`config.mk`:
```
export PLATFORM = sky130hd
export DESIGN_NAME = lockin_ref_dds
export DESIGN_NICKNAME = d
export VERILOG_FILES = /design/src/rtl/lockin_ref_dds.sv
export SDC_FILE = /design/constraint.sdc
export NUM_CORES = 1
export LEC_CHECK = 0
export CORE_MARGIN = 8
export CORE_UTILIZATION = 65
export CTS_CLUSTER_DIAMETER = 50
export DETAILED_ROUTE_END_ITERATION = 10
export HOLD_SLACK_MARGIN = 0.08
export PLACE_DENSITY = 0.86
export SLEW_MARGIN = 20
export SYNTH_ARGS = -nofsm -noshare
export SYNTH_HDL_FRONTEND = slang
export SYNTH_SLANG_ARGS = --single-unit
```
`constraint.sdc`:
```
create_clock -name CLK_50M -period 7.6 [get_ports CLK_50M]
set_input_delay 1.52 -clock CLK_50M [delete_from_list [all_inputs] [get_ports CLK_50M]]
set_output_delay 1.52 -clock CLK_50M [all_outputs]
set_load 0.005 [all_outputs]
```
`src/rtl/lockin_ref_dds.sv`:
```
// lockin_ref_dds: quadrature sine/cosine reference generator for the lock-in DAC path.
//
// A 32-bit phase accumulator advances once per sample period (SAMPLE_DIV clocks).
// Its top byte addresses a quarter-wave sine ROM. Two 12-bit offset-binary codes
// (sine on V_A, cosine on V_B) are produced three clocks after each tick.
//
// Parameters
//   SAMPLE_DIV  clocks per output sample (>= 4)
//   FTW_RESET   tuning word loaded into active and pending registers at reset
//
// Ports
//   CLK_50M      in   system clock
//   RST_N        in   asynchronous active-low reset
//   en           in   run enable; low holds the sample counter at 0
//   ftw_in       in   new frequency tuning word
//   ftw_load     in   strobe capturing ftw_in into the pending register
//   phase_clr    in   strobe requesting an accumulator clear at the next tick
//   ftw_pending  out  a loaded word is waiting for the next tick
//   V_A          out  sine code (DAC channel A)
//   V_B          out  cosine code (DAC channel B)
//   synchro      out  one-cycle pulse marking a new V_A/V_B pair
module lockin_ref_dds #(
    parameter int          SAMPLE_DIV = 528,
    parameter logic [31:0] FTW_RESET  = 32'h0
) (
    input  logic        CLK_50M,
    input  logic        RST_N,
    input  logic        en,
    input  logic [31:0] ftw_in,
    input  logic        ftw_load,
    input  logic        phase_clr,
    output logic        ftw_pending,
    output logic [11:0] V_A,
    output logic [11:0] V_B,
    output logic        synchro
);
    localparam int CW = $clog2(SAMPLE_DIV);

    // mag[i] = round(2047 * sin(pi * (i + 0.5) / 128))
    localparam logic [10:0] MAG [64] = '{
        11'd25,   11'd75,   11'd126,  11'd176,  11'd226,  11'd275,  11'd325,  11'd375,
        11'd424,  11'd473,  11'd522,  11'd570,  11'd618,  11'd666,  11'd713,  11'd760,
        11'd807,  11'd852,  11'd898,  11'd943,  11'd987,  11'd1031, 11'd1074, 11'd1116,
        11'd1158, 11'd1199, 11'd1239, 11'd1279, 11'd1318, 11'd1356, 11'd1393, 11'd1430,
        11'd1465, 11'd1500, 11'd1533, 11'd1566, 11'd1598, 11'd1629, 11'd1659, 11'd1688,
        11'd1716, 11'd1743, 11'd1769, 11'd1793, 11'd1817, 11'd1840, 11'd1861, 11'd1881,
        11'd1901, 11'd1919, 11'd1936, 11'd1951, 11'd1966, 11'd1979, 11'd1992, 11'd2003,
        11'd2012, 11'd2021, 11'd2028, 11'd2035, 11'd2039, 11'd2043, 11'd2046, 11'd2047
    };

    // Odd quadrants read the ROM mirrored (63 - i == ~i on 6 bits).
    function automatic logic [10:0] quad_mag(input logic [7:0] x);
        return MAG[x[6] ? ~x[5:0] : x[5:0]];
    endfunction

    logic [CW-1:0] cnt;
    logic          tick;
    logic          clr_req;
    logic          do_clr;
    logic [31:0]   acc;
    logic [31:0]   ftw_active;
    logic [31:0]   ftw_pending_reg;
    logic [7:0]    p_now;
    logic [7:0]    p0;
    logic [7:0]    pc0;
    logic          v0;
    logic          v1;
    logic [10:0]   mag_a;
    logic [10:0]   mag_b;
    logic          neg_a;
    logic          neg_b;

    assign tick   = en && (cnt == CW'(SAMPLE_DIV - 1));
    // A clear strobe coinciding with a tick is honoured by that same tick.
    assign do_clr = clr_req || phase_clr;
    assign p_now  = do_clr ? 8'd0 : acc[31:24];

    always_ff @(posedge CLK_50M or negedge RST_N) begin
        if (!RST_N) begin
            cnt             <= '0;
            acc             <= '0;
            ftw_active      <= FTW_RESET;
            ftw_pending_reg <= FTW_RESET;
            ftw_pending     <= 1'b0;
            clr_req         <= 1'b0;
        end else begin
            cnt         <= (!en || tick) ? '0 : cnt + CW'(1);
            // A load in a tick cycle wins: the word stays pending for the next tick.
            ftw_pending <= ftw_load || (ftw_pending && !tick);
            clr_req     <= do_clr && !tick;
            if (ftw_load)
                ftw_pending_reg <= ftw_in;
            if (tick) begin
                acc <= (do_clr ? 32'd0 : acc) + ftw_active;
                if (ftw_pending)
                    ftw_active <= ftw_pending_reg;
            end
        end
    end

    // Three-stage sample pipeline: phase capture, ROM lookup, code formation.
    always_ff @(posedge CLK_50M or negedge RST_N) begin
        if (!RST_N) begin
            v0      <= 1'b0;
            v1      <= 1'b0;
            synchro <= 1'b0;
            p0      <= '0;
            pc0     <= '0;
            mag_a   <= '0;
            mag_b   <= '0;
            neg_a   <= 1'b0;
            neg_b   <= 1'b0;
            V_A     <= 12'd2048;
            V_B     <= 12'd2048;
        end else begin
            v0      <= tick;
            v1      <= v0;
            synchro <= v1;
            if (tick) begin
                p0  <= p_now;
                pc0 <= p_now + 8'd64;
            end
            if (v0) begin
                mag_a <= quad_mag(p0);
                mag_b <= quad_mag(pc0);
                neg_a <= p0[7];
                neg_b <= pc0[7];
            end
            if (v1) begin
                V_A <= neg_a ? 12'd2048 - {1'b0, mag_a} : 12'd2048 + {1'b0, mag_a};
                V_B <= neg_b ? 12'd2048 - {1'b0, mag_b} : 12'd2048 + {1'b0, mag_b};
            end
        end
    end
endmodule

```
* Word level (Yosys, flattened, before mapping)
Memories as Yosys holds them, arrays and structs flattened. A register that Yosys moved wholly into a read port is not among the register bits.
Index checks and enable logic that the tools add are counted.
** Operators by class
- Eq/ne operators :: 1
- Bitwise operators :: 4
- $add $sub $neg :: 7
- Multiplexer cells :: 7
- Reduce and logical (&&, ||, !) cells :: 11
** Operator list (number)
- 32-bit adder :: 1
- 32-bit two-way mux :: 1
- 12-bit by 11-bit adder with 12-bit output, first input constant :: 2
- 12-bit two-way mux :: 2
- 12-bit by 11-bit subtractor with 12-bit output, first input constant :: 2
- 6-bit NOT with 7-bit output :: 2
- 6-bit two-way mux :: 2
- 6-bit NOT :: 2
- 10-bit by 1-bit adder with 10-bit output, second input constant :: 1
- 10-bit == test, second input constant :: 1
- 10-bit two-way mux :: 1
- 8-bit by 7-bit adder with 8-bit output, second input constant :: 1
- 8-bit two-way mux :: 1
- 1-bit logical NOT :: 4
- 1-bit logical AND :: 3
- 1-bit logical OR :: 3
- 2-bit AND reduction :: 1
** Word-level totals
- Bits in read-only memories :: 1408
- Memories kept :: 2
- Register bits :: 153
- Logic and storage cells :: 47
- Input bits :: 37
- Output and inout port bits :: 26
** Memory list
- (no name shown) :: words 64, bits a word 11, rd ports 1, clocked after Yosys merged registers in 1, wr ports 0, line 53 : return MAG[x[6] ? ~x[5:0] : x[5:0]];
- (no name shown) :: words 64, bits a word 11, rd ports 1, clocked after Yosys merged registers in 1, wr ports 0, line 53

* Longest topological paths before layout
Gate-level depths: netlist of run 1.
- Depth after elaboration :: 5
- Gate-level depth with buffers :: 14
- Depth with buffers taken out :: 12

* Worst setup path before layout of run 1
Ideal clock, no wire load.
- Path type :: in2reg
- Start point :: input port phase_clr
- End point :: register acc[28]
- Cell stages on the path :: 13
- Slack :: 3467 ps
- Arrival :: 4004 ps
- Cell sequence :: nor2_1 -> clkbuf_1 -> and2_1 -> ha_1 -> fa_1 -> a21o_1 -> a221oi_2 -> o21ai_2 -> a221o_2 -> a311oi_2 -> o31ai_1 -> xnor2_1 -> o21ai_1
** On the way
- Word-level cells in the longest chain between the ends :: 3
** RTL lines
- from (decl) :: line 31 : input logic phase_clr,
- 1-bit logical OR :: line 75 : assign do_clr = clr_req || phase_clr;
- 32-bit two-way mux :: line 94 : acc <= (do_clr ? 32'd0 : acc) + ftw_active;
- 32-bit adder :: line 94
- to (signal assigned) :: line 94
- to (decl) :: line 60 : logic [31:0] acc;
No other way between the ends.
A chain may end at the register's enable or synchronous reset.

* Worst setup path after layout of run 1
- Start point :: input port phase_clr
- End point :: register acc[26]
Same word-level chain as after synthesis.

==> results of run 1 <==
-- where the power goes --
part | internal (W) | switching [W]
Combinational | 0.0000333 | 0.0000283
Clock | 0.000466 | 0.000407
Sequential | 0.000917 | 0.00000925
-- kinds of logic after synthesis --
group / after synthesis
XOR/XNOR: 79
buffers and inverters: 106
adder cells (fa/ha/maj): 53
AO/OA/AOI/OAI: 349
multiplexers: 89
AND/OR/NAND/NOR: 372
flip-flops: 169
-- metal layers --
| metal | vias up | GRT usage | share of wire | routed length [um] |
|---|---|---|---|---|
| met3 | 68 | 0.0464 | 0.062 | 1570 |
| met2 | 362 | 0.413 | 0.50 | 12600 |
| li1 | 4389 | - | - | - |
| met4 | 0 | 0.0948 | 0.027 | 695 |
| met1 | 4390 | 0.295 | 0.41 | 10500 |
| met5 | - | 0 | 0 | 0 |
-- per-stage QoR --
stage	worst slack [ns]	hold WS (ns)	power (W)	instances
floorplan	3.47	0.352	0.000965	1217
global placement	2.42	0.446	0.00100	1435
detailed placement	2.24	0.453	0.00101	1435
CTS	2.69	0.463	0.00187	1467
global route	2.41	0.495	0.00192	1467
finish	2.67	0.459	0.00186	1467
-- cell type report --
class,count,area (sq um),area share
well taps,220,275,0.0224
clock buffers,18,429,0.0350
flip-flops and latches,169,4230,0.345
multi-input cells,942,6340,0.517
clock inverters,14,148,0.0120
repair buffers,76,727,0.0593
inverters,28,105,0.00857
-- critical path, stage by stage --
cell,delay [ns]
clkdlybuf4s50_1,0.40
nor2_1,0.75
buf_4,0.35
and2_1,0.16
ha_1,0.32
a21oi_1,0.28
nand2_1,0.11
o31ai_2,0.36
o21ai_1,0.21
a31oi_1,0.39
o21ai_2,0.13
xnor2_1,0.15
o21ai_0,0.09
-- synthesized netlist by cell type, types with 3 or more instances --
master    number
a211oi_1       7
a21o_1        14
a21oi_1       87
a221oi_1       7
a22oi_1        6
a311oi_1       3
a31oi_1       19
a32oi_1        5
and2_1        36
and3_1         7
buf_1          5
buf_2         23
clkbuf_1      45
dfrtp_1      167
ha_1          52
inv_1         26
mux2_2        82
mux2i_1        7
nand2_1      134
nand2b_1       7
nand3_1       32
nand4_1       11
nor2_1       104
nor2b_1        8
nor3_1         8
nor4_1         3
o211ai_1      22
o21a_1         6
o21ai_0       97
o21ai_1       11
o21ai_2        3
o21bai_1       4
o221ai_1       3
o22ai_1       10
o311ai_0       6
o311ai_1       5
o31ai_1        5
o32ai_1        3
or3_1          7
or4_1          3
xnor2_1       38
xor2_1        33
xor2_2         6
-- final timing paths --
path,startpoint,to,cells past startpoint,slack (ns)
setup / recovery,phase_clr,acc[26],13,2.67
hold / removal,cnt[0],cnt[0],1,0.46
setup reg to reg,clr_req,acc[26],12,3.80
hold reg to reg,cnt[0],cnt[0],1,0.46
max in group asynchronous,RST_N,pc0[6],2,5.04
min in group asynchronous,RST_N,V_A[7],1,1.19
==> results.sh, run 1 <==
export IMPL_status="complete, no violations"
export IMPL_p_leak_nw=5.51
export IMPL_grt_pass1_wl_um=43700
export IMPL_final_cell_mix="166 x dfrtp_1, 134 x nand2_1, 104 x nor2_1, 97 x o21ai_0, 87 x a21oi_1"
export IMPL_rsz0062_at_grt="no"
export IMPL_worstSetupPathType="input port to register"
export IMPL_route_antenna_remaining_nets=0
export IMPL_async_reset_ff_frac=1.00
export IMPL_clock_sinks=169
export IMPL_wl_per_cell_um=17.3
export IMPL_largest_register_ffs=33
export IMPL_fin_area_sq_um=12300
export IMPL_ioPinCount=63
export IMPL_grt_usage=0.241
export IMPL_ys_seq_area_frac=0.384
export IMPL_synth_xor_xnor_area_share=0.0682
export IMPL_first_global_vias=9138
export IMPL_num_vias=9209
export IMPL_area_growth_pct=11.2
export IMPL_yosysWarningCount=0
export IMPL_syn_inst=1217
export IMPL_clock_path_buffers=2
export IMPL_yosys_area_top_type="dfrtp_1"
export IMPL_period_share=0.649
export IMPL_final_util=0.739
export IMPL_synth_mux_area_frac=0.0901
export IMPL_finalHoldViolCount=0
export IMPL_cts_tree="done"
export IMPL_yosysTopAreaCellShare=0.379
export IMPL_antenna_found_initial=0
export IMPL_synth_top_family_by_area="compound AO/OA/AOI/OAI gates"
export IMPL_htree_levels=4
export IMPL_nNetsFinal=1324
export IMPL_portBuffers=62
export IMPL_yosys_area_share_simple=0.155
export IMPL_insertedDiodeCount=0
export IMPL_slew_headroom=0.238
export IMPL_synth_distinct_cells=80
export IMPL_synth_compound_area_frac=0.201
export IMPL_numCtsBuffers=17
export IMPL_drv_slew=0
export IMPL_cts_hold_buf=0
export IMPL_peakVddDrop_v=0.000168
export IMPL_routabilityCongestion=0.945
export IMPL_hp_class="register to register"
export IMPL_fmax_ghz=0.203
export IMPL_placed_area_sq_um=11700
export IMPL_synth_area_sq_um=11000
export IMPL_synth_fa_ha_area_frac=0.0608
export IMPL_drive_gt1_frac=0.129
export IMPL_die_y_um=146
export IMPL_post_cts_setup_buffers=0
export IMPL_totalWireLength_um=25400
export IMPL_vias_per_cell=6.28
export IMPL_die_x_um=146
export IMPL_drv_cap=0
export IMPL_synth_nets=1307
export IMPL_drt_iter0_drc=1070
export IMPL_dp_hpwl_um=17400
export IMPL_endpoint_kind="register"
export IMPL_final_setup_viol_count=0
export IMPL_required_ns=7.90
export IMPL_rows=47
export IMPL_synth_edf_count=0
export IMPL_clock_skew_ns=0.00768
export IMPL_remaining_drc_errors=0
export IMPL_root_buffer="clkbuf_16"
export IMPL_fin_tns_setup_ns=0
export IMPL_layout_commonest_cell="dfrtp_1"
export IMPL_grt_overflow_total=0
export IMPL_cp_arrival_ns=5.23
export IMPL_die_area_sq_um=21400
export IMPL_worstSetupStartpointType="input port"
export IMPL_n_fill_cell=1263
export IMPL_crit_path_max_fanout=18
export IMPL_ctsResizeCount=0
export IMPL_core_sq_um=16600
export IMPL_firstDrtPassIters=8
export IMPL_worstSkewPairLatency_ns=0.44
export IMPL_synthTopCellsByArea="dfrtp_1 38%, mux2_2 8.4%, ha_1 5.9%, nand2_1 4.6%, o21ai_0 4.4%"
export IMPL_clkTransAtPathRegs_ns=0.07
export IMPL_tightest_slew_ns=1.14
export IMPL_synth_avg_cell_area_sq_um=9.06
export IMPL_synth_flop_cell="dfrtp_1"
export IMPL_powerDensity_nw_per_um2=152
export IMPL_grt_max_degree=111
export IMPL_initial_core_util=0.665
export IMPL_yosys_register_bits=169
export IMPL_post_route_min_period_ns=4.93
Note: power is estimated with default switching activity, not from simulation.
==> inputs of run 2 (changes only) <==
- CORE_UTILIZATION: 65 -> 61
- PLACE_DENSITY: 0.86 -> 0.81
- clock period: 7.6 -> 4.78 ns (I/O delays scaled with it)
==> results.sh, run 2 (synthesis results as in run 1) <==
export IMPL_fin_area_sq_um=12300
export IMPL_drv_slew=0
export IMPL_p_leak_nw=5.55
export IMPL_area_growth_pct=12.0
export IMPL_seq_area_sq_um=4230
export IMPL_intPower_w=0.00232
export IMPL_worstHoldStart="cnt[0]"
export IMPL_drv_cap=0
export IMPL_tightest_slew_ns=1.12
export IMPL_crit_path_max_fanout=17
export IMPL_cts_hold_buf=0
export IMPL_powerDensity_nw_per_um2=243
export IMPL_insertedDiodeCount=0
export IMPL_grt_overflow_total=0
export IMPL_crit_chain="clkdlybuf4s50_1, nor2_1, buf_4, and2_1, ha_1, a21oi_1, nand2_1, o31ai_2, o21ai_1, a31oi_1, o21ai_2, a31oi_1, a21oi_1"
export IMPL_ioPinCount=63
export IMPL_layout_commonest_cell="dfrtp_1"
export IMPL_routabilityCongestion=0.943
export IMPL_die_area_sq_um=22600
export IMPL_n_fill_cell=1407
export IMPL_p_clk_frac=0.476
export IMPL_final_setup_viol_count=0
export IMPL_slew_headroom=0.250
export IMPL_fmax_ghz=0.264
export IMPL_die_y_um=150
export IMPL_finalHoldViolCount=0
export IMPL_worstSetupStartpointType="input port"
export IMPL_firstDrtPassIters=8
export IMPL_clkTransAtPathRegs_ns=0.07
export IMPL_endpoint_kind="register"
export IMPL_r2r_start="pc0[6]"
export IMPL_cts_tree="done"
export IMPL_numCtsBuffers=17
export IMPL_vias_per_cell=6.21
export IMPL_required_ns=5.11
export IMPL_drive_gt1_frac=0.132
export IMPL_fin_tns_setup_ns=0
export IMPL_clock_path_buffers=2
export IMPL_totalWireLength_um=25800
export IMPL_clock_skew_ns=0.0177
export IMPL_root_buffer="clkbuf_16"
export IMPL_max_stage_delay_ns=0.41
export IMPL_grt_max_degree=89
export IMPL_worstRegToRegCells=9
export IMPL_r2r_slack_ns=1.31
export IMPL_wl_per_cell_um=17.4
export IMPL_final_cell_mix="167 x dfrtp_1, 133 x nand2_1, 104 x nor2_1, 97 x o21ai_0, 87 x a21oi_1"
export IMPL_post_route_min_period_ns=3.79
export IMPL_largest_register_ffs=33
export IMPL_antenna_found_initial=0
export IMPL_placed_area_sq_um=11700
export IMPL_whs_endpoint="cnt[0]"
export IMPL_hp_class="register to register"
export IMPL_holdWs_ns=0.463
export IMPL_period_share=0.794
export IMPL_die_x_um=150
export IMPL_route_antenna_remaining_nets=0
export IMPL_r2r_end="mag_b[0]"
export IMPL_post_cts_setup_buffers=0
export IMPL_swShare=0.229
export IMPL_power_switching_w=0.000686
export IMPL_rsz0062_at_grt="no"
export IMPL_first_global_vias=8806
export IMPL_dp_hpwl_um=17800
export IMPL_peakVddDrop_v=0.000258
export IMPL_cp_buffers_inverters=2
export IMPL_grt_usage=0.234
export IMPL_cp_arrival_ns=4.12
export IMPL_multi_input_area_sq_um=6350
export IMPL_rows=49
export IMPL_worstSetupPathType="input port to register"
export IMPL_nNetsFinal=1329
export IMPL_worstHoldPathCells=1
export IMPL_slowest_stage="clkdlybuf4s50_1"
export IMPL_worstSkewPairLatency_ns=0.44
export IMPL_grt_pass1_wl_um=42900
export IMPL_power_frac_comb=0.033
export IMPL_cp_top_family="compound AO/OA/AOI/OAI gates"
export IMPL_core_sq_um=17800
export IMPL_initial_core_util=0.618
export IMPL_remaining_drc_errors=0
export IMPL_num_vias=9187
export IMPL_ctsResizeCount=0
export IMPL_final_util=0.692
export IMPL_htree_levels=4
export IMPL_seq_power_share=0.491
export IMPL_status="complete, no violations"
export IMPL_portBuffers=62
export IMPL_drt_iter0_drc=1074
export IMPL_clock_sinks=169
==> run 2: how the worst max path moves through the flow <==
stage / start / endpoint / slack [ns] / depth (start not counted)
6_report: phase_clr / acc[30] / 0.99 / 13
2_1_floorplan: phase_clr / acc[28] / 1.21 / 13
4_1_cts: phase_clr / acc[28] / 1.02 / 13
5_1_grt: phase_clr / acc[31] / 0.78 / 13
3_5_place_dp: phase_clr / acc[28] / 0.57 / 13
3_3_place_gp: phase_clr / acc[30] / 0.66 / 13
==> run 2: layer usage <==
layer,track usage,vias up,part of all wire
met1,0.287,4356,0.42
met4,0.0950,0,0.023
li1,-,4403,-
met3,0.0394,55,0.063
met5,0,-,0
met2,0.401,373,0.50
==> run 2: final cells by class <==
| cell class | instances | area share |
|---|---|---|
| multi-input combinational | 942 | 0.514 |
| sequential | 169 | 0.343 |
| tap | 229 | 0.0232 |
| clock buffer | 19 | 0.0359 |
| timing repair buffer | 81 | 0.0629 |
| clock inverter | 12 | 0.0127 |
| inverter | 28 | 0.00851 |
==> run 2: power groups by stage <==
stage	clock network (W)	logic [W]	registers (W)
CTS	0.00145	0.000103	0.00147
finish	0.00143	0.0000990	0.00147
detailed placement	0	0.000102	0.00150
global placement	0	0.0000991	0.00150
global route	0.00151	0.000111	0.00148
floorplan	0	0.0000378	0.00150
==> run 2: per-stage QoR <==
step	power, W	cells	setup WS, ns
after floorplan	0.00153	1217	1.21
after global placement	0.00160	1449	0.660
after detailed placement	0.00160	1449	0.566
after CTS	0.00303	1480	1.02
after global routing	0.00310	1480	0.781
final	0.00300	1480	0.987
==> inputs of run 3 (changes only) <==
- CORE_UTILIZATION: 61 -> 55
- PLACE_DENSITY: 0.81 -> 0.77
- clock period: 4.78 -> 3.1 ns (I/O delays scaled with it)
==> results.sh, run 3 (synthesis results as in run 1) <==
export IMPL_cp_buffers_inverters=2
export IMPL_root_buffer="clkbuf_16"
export IMPL_portBuffers=62
export IMPL_required_ns=3.41
export IMPL_grt_usage=0.221
export IMPL_cp_top_family="compound AO/OA/AOI/OAI gates"
export IMPL_clock_skew_ns=0.00821
export IMPL_finalHoldViolCount=0
export IMPL_layout_commonest_cell="dfrtp_1"
export IMPL_crit_chain="dlygate4sd2_1, nor2_2, buf_12, and2_1, ha_1, a21o_1, o21bai_2, o211a_1, o21ai_4, a2111oi_4, o31a_1, o32ai_1, nor2b_1"
export IMPL_cts_tree="done"
export IMPL_period_share=0.950
export IMPL_swShare=0.223
export IMPL_p_leak_nw=6.11
export IMPL_fin_area_sq_um=13300
export IMPL_core_sq_um=19600
export IMPL_grt_pass1_wl_um=45000
export IMPL_drt_iter0_drc=760
export IMPL_antenna_found_initial=0
export IMPL_numCtsBuffers=17
export IMPL_clkTransAtPathRegs_ns=0.07
export IMPL_crit_path_max_fanout=12
export IMPL_die_area_sq_um=24800
export IMPL_final_cell_mix="167 x dfrtp_1, 133 x nand2_1, 125 x buf_4, 102 x nor2_1, 97 x o21ai_0"
export IMPL_remaining_drc_errors=0
export IMPL_seq_power_share=0.502
export IMPL_route_antenna_remaining_nets=0
export IMPL_worstSetupPathType="input port to register"
export IMPL_wl_per_cell_um=16.3
export IMPL_area_growth_pct=20.6
export IMPL_dp_hpwl_um=19400
export IMPL_hp_class="input port to async pin"
export IMPL_powerDensity_nw_per_um2=340
export IMPL_max_stage_delay_ns=0.29
export IMPL_tightest_slew_ns=0.790
export IMPL_endpoint_kind="register"
export IMPL_initial_core_util=0.563
export IMPL_ioPinCount=63
export IMPL_die_x_um=158
export IMPL_placed_area_sq_um=12600
export IMPL_cp_arrival_ns=3.25
export IMPL_cts_hold_buf=0
export IMPL_vias_per_cell=5.89
export IMPL_grt_overflow_total=0
export IMPL_slew_headroom=0.470
export IMPL_power_w=0.00453
export IMPL_totalWireLength_um=26400
export IMPL_num_vias=9583
export IMPL_firstDrtPassIters=5
export IMPL_insertedDiodeCount=0
export IMPL_first_global_vias=9512
export IMPL_intPower_w=0.00352
export IMPL_largest_register_ffs=33
export IMPL_final_setup_viol_count=0
export IMPL_routabilityCongestion=0.940
export IMPL_drive_gt1_frac=0.211
export IMPL_p_clk_frac=0.463
export IMPL_post_route_min_period_ns=2.95
export IMPL_drv_slew=0
export IMPL_worstSkewPairLatency_ns=0.43
export IMPL_peakVddDrop_v=0.000338
export IMPL_die_y_um=158
export IMPL_nNetsFinal=1439
export IMPL_rsz0062_at_grt="no"
export IMPL_htree_levels=4
export IMPL_power_switching_w=0.00101
export IMPL_worstSetupStartpointType="input port"
export IMPL_clock_sinks=169
export IMPL_status="complete, no violations"
export IMPL_power_frac_comb=0.035
export IMPL_rows=51
export IMPL_clock_path_buffers=2
export IMPL_grt_max_degree=48
export IMPL_fmax_ghz=0.339
export IMPL_slowest_stage="o211a_1"
export IMPL_drv_cap=0
==> run 3: what timing repair did <==
item                                    CTS  global route
gates resized for setup                   8             3
cloned                                    0             0
pin swaps                                 7             9
buffers inserted                          2             1
endpoints found under the setup margin   11             5
==> run 3: final timing paths <==
path                            from  endpoint  slack [ns]  depth (start not counted)
min                            RST_N    V_A[9]        0.09                          1
max reg2reg                  clr_req   acc[31]        0.24                         12
max                        phase_clr   acc[31]        0.15                         13
max in group asynchronous      RST_N   acc[21]        2.31                          2
min reg2reg                   cnt[0]    cnt[0]        0.47                          1
min in group CLK_50M          cnt[0]    cnt[0]        0.47                          1
==> run 3: worst reg2reg max path, cell delays in order, from the launching register on <==
cell	delay [ns]
dfrtp_1	0.37
nor2_2	0.14
buf_12	0.15
and2_1	0.14
ha_1	0.27
a21o_1	0.21
o21bai_2	0.22
o211a_1	0.29
o21ai_4	0.22
a2111oi_4	0.12
o31a_1	0.26
o32ai_1	0.26
nor2b_1	0.08
==> run 3: routing by layer <==
layer	up-vias	part of all wire	global-route usage
li1	4616	-	-
met3	50	0.045	0.0300
met5	-	0	0
met4	0	0.021	0.0784
met1	4625	0.42	0.267
met2	292	0.51	0.395
==> run 3: layout make-up <==
type                    count  area [sq um]
multi-input cells         942          6410
fillers                  1577          6290
flip-flops and latches    169          4230
repair buffers            191          1640
clock buffers              20           467
well taps                 265           332
clock inverters            12           118
inverters                  28           105
==> run 3: power by group through the flow <==
stage               clock network, W   logic, W  registers [W]
finish                       0.00210   0.000157        0.00227
global route                 0.00222   0.000178        0.00228
CTS                          0.00214   0.000162        0.00227
detailed placement                 0   0.000163        0.00231
global placement                   0   0.000159        0.00231
floorplan                          0  0.0000584        0.00231
==> run 3: metrics by stage <==
stage / hold slack [ns] / utilization / setup TNS, ns / worst slack [ns] / std cells
2_1_floorplan: 0.324 / - / 0 / 0.000407 / 1217
3_3_place_gp: 0.451 / 0.645 / -6.98 / -0.518 / 1592
3_5_place_dp: 0.458 / 0.645 / -9.31 / -0.627 / 1592
4_1_cts: 0.0952 / 0.678 / 0 / 0.0414 / 1626
5_1_grt: 0.122 / 0.679 / 0 / 0.0182 / 1627
6_report: 0.0918 / 0.679 / 0 / 0.154 / 1627
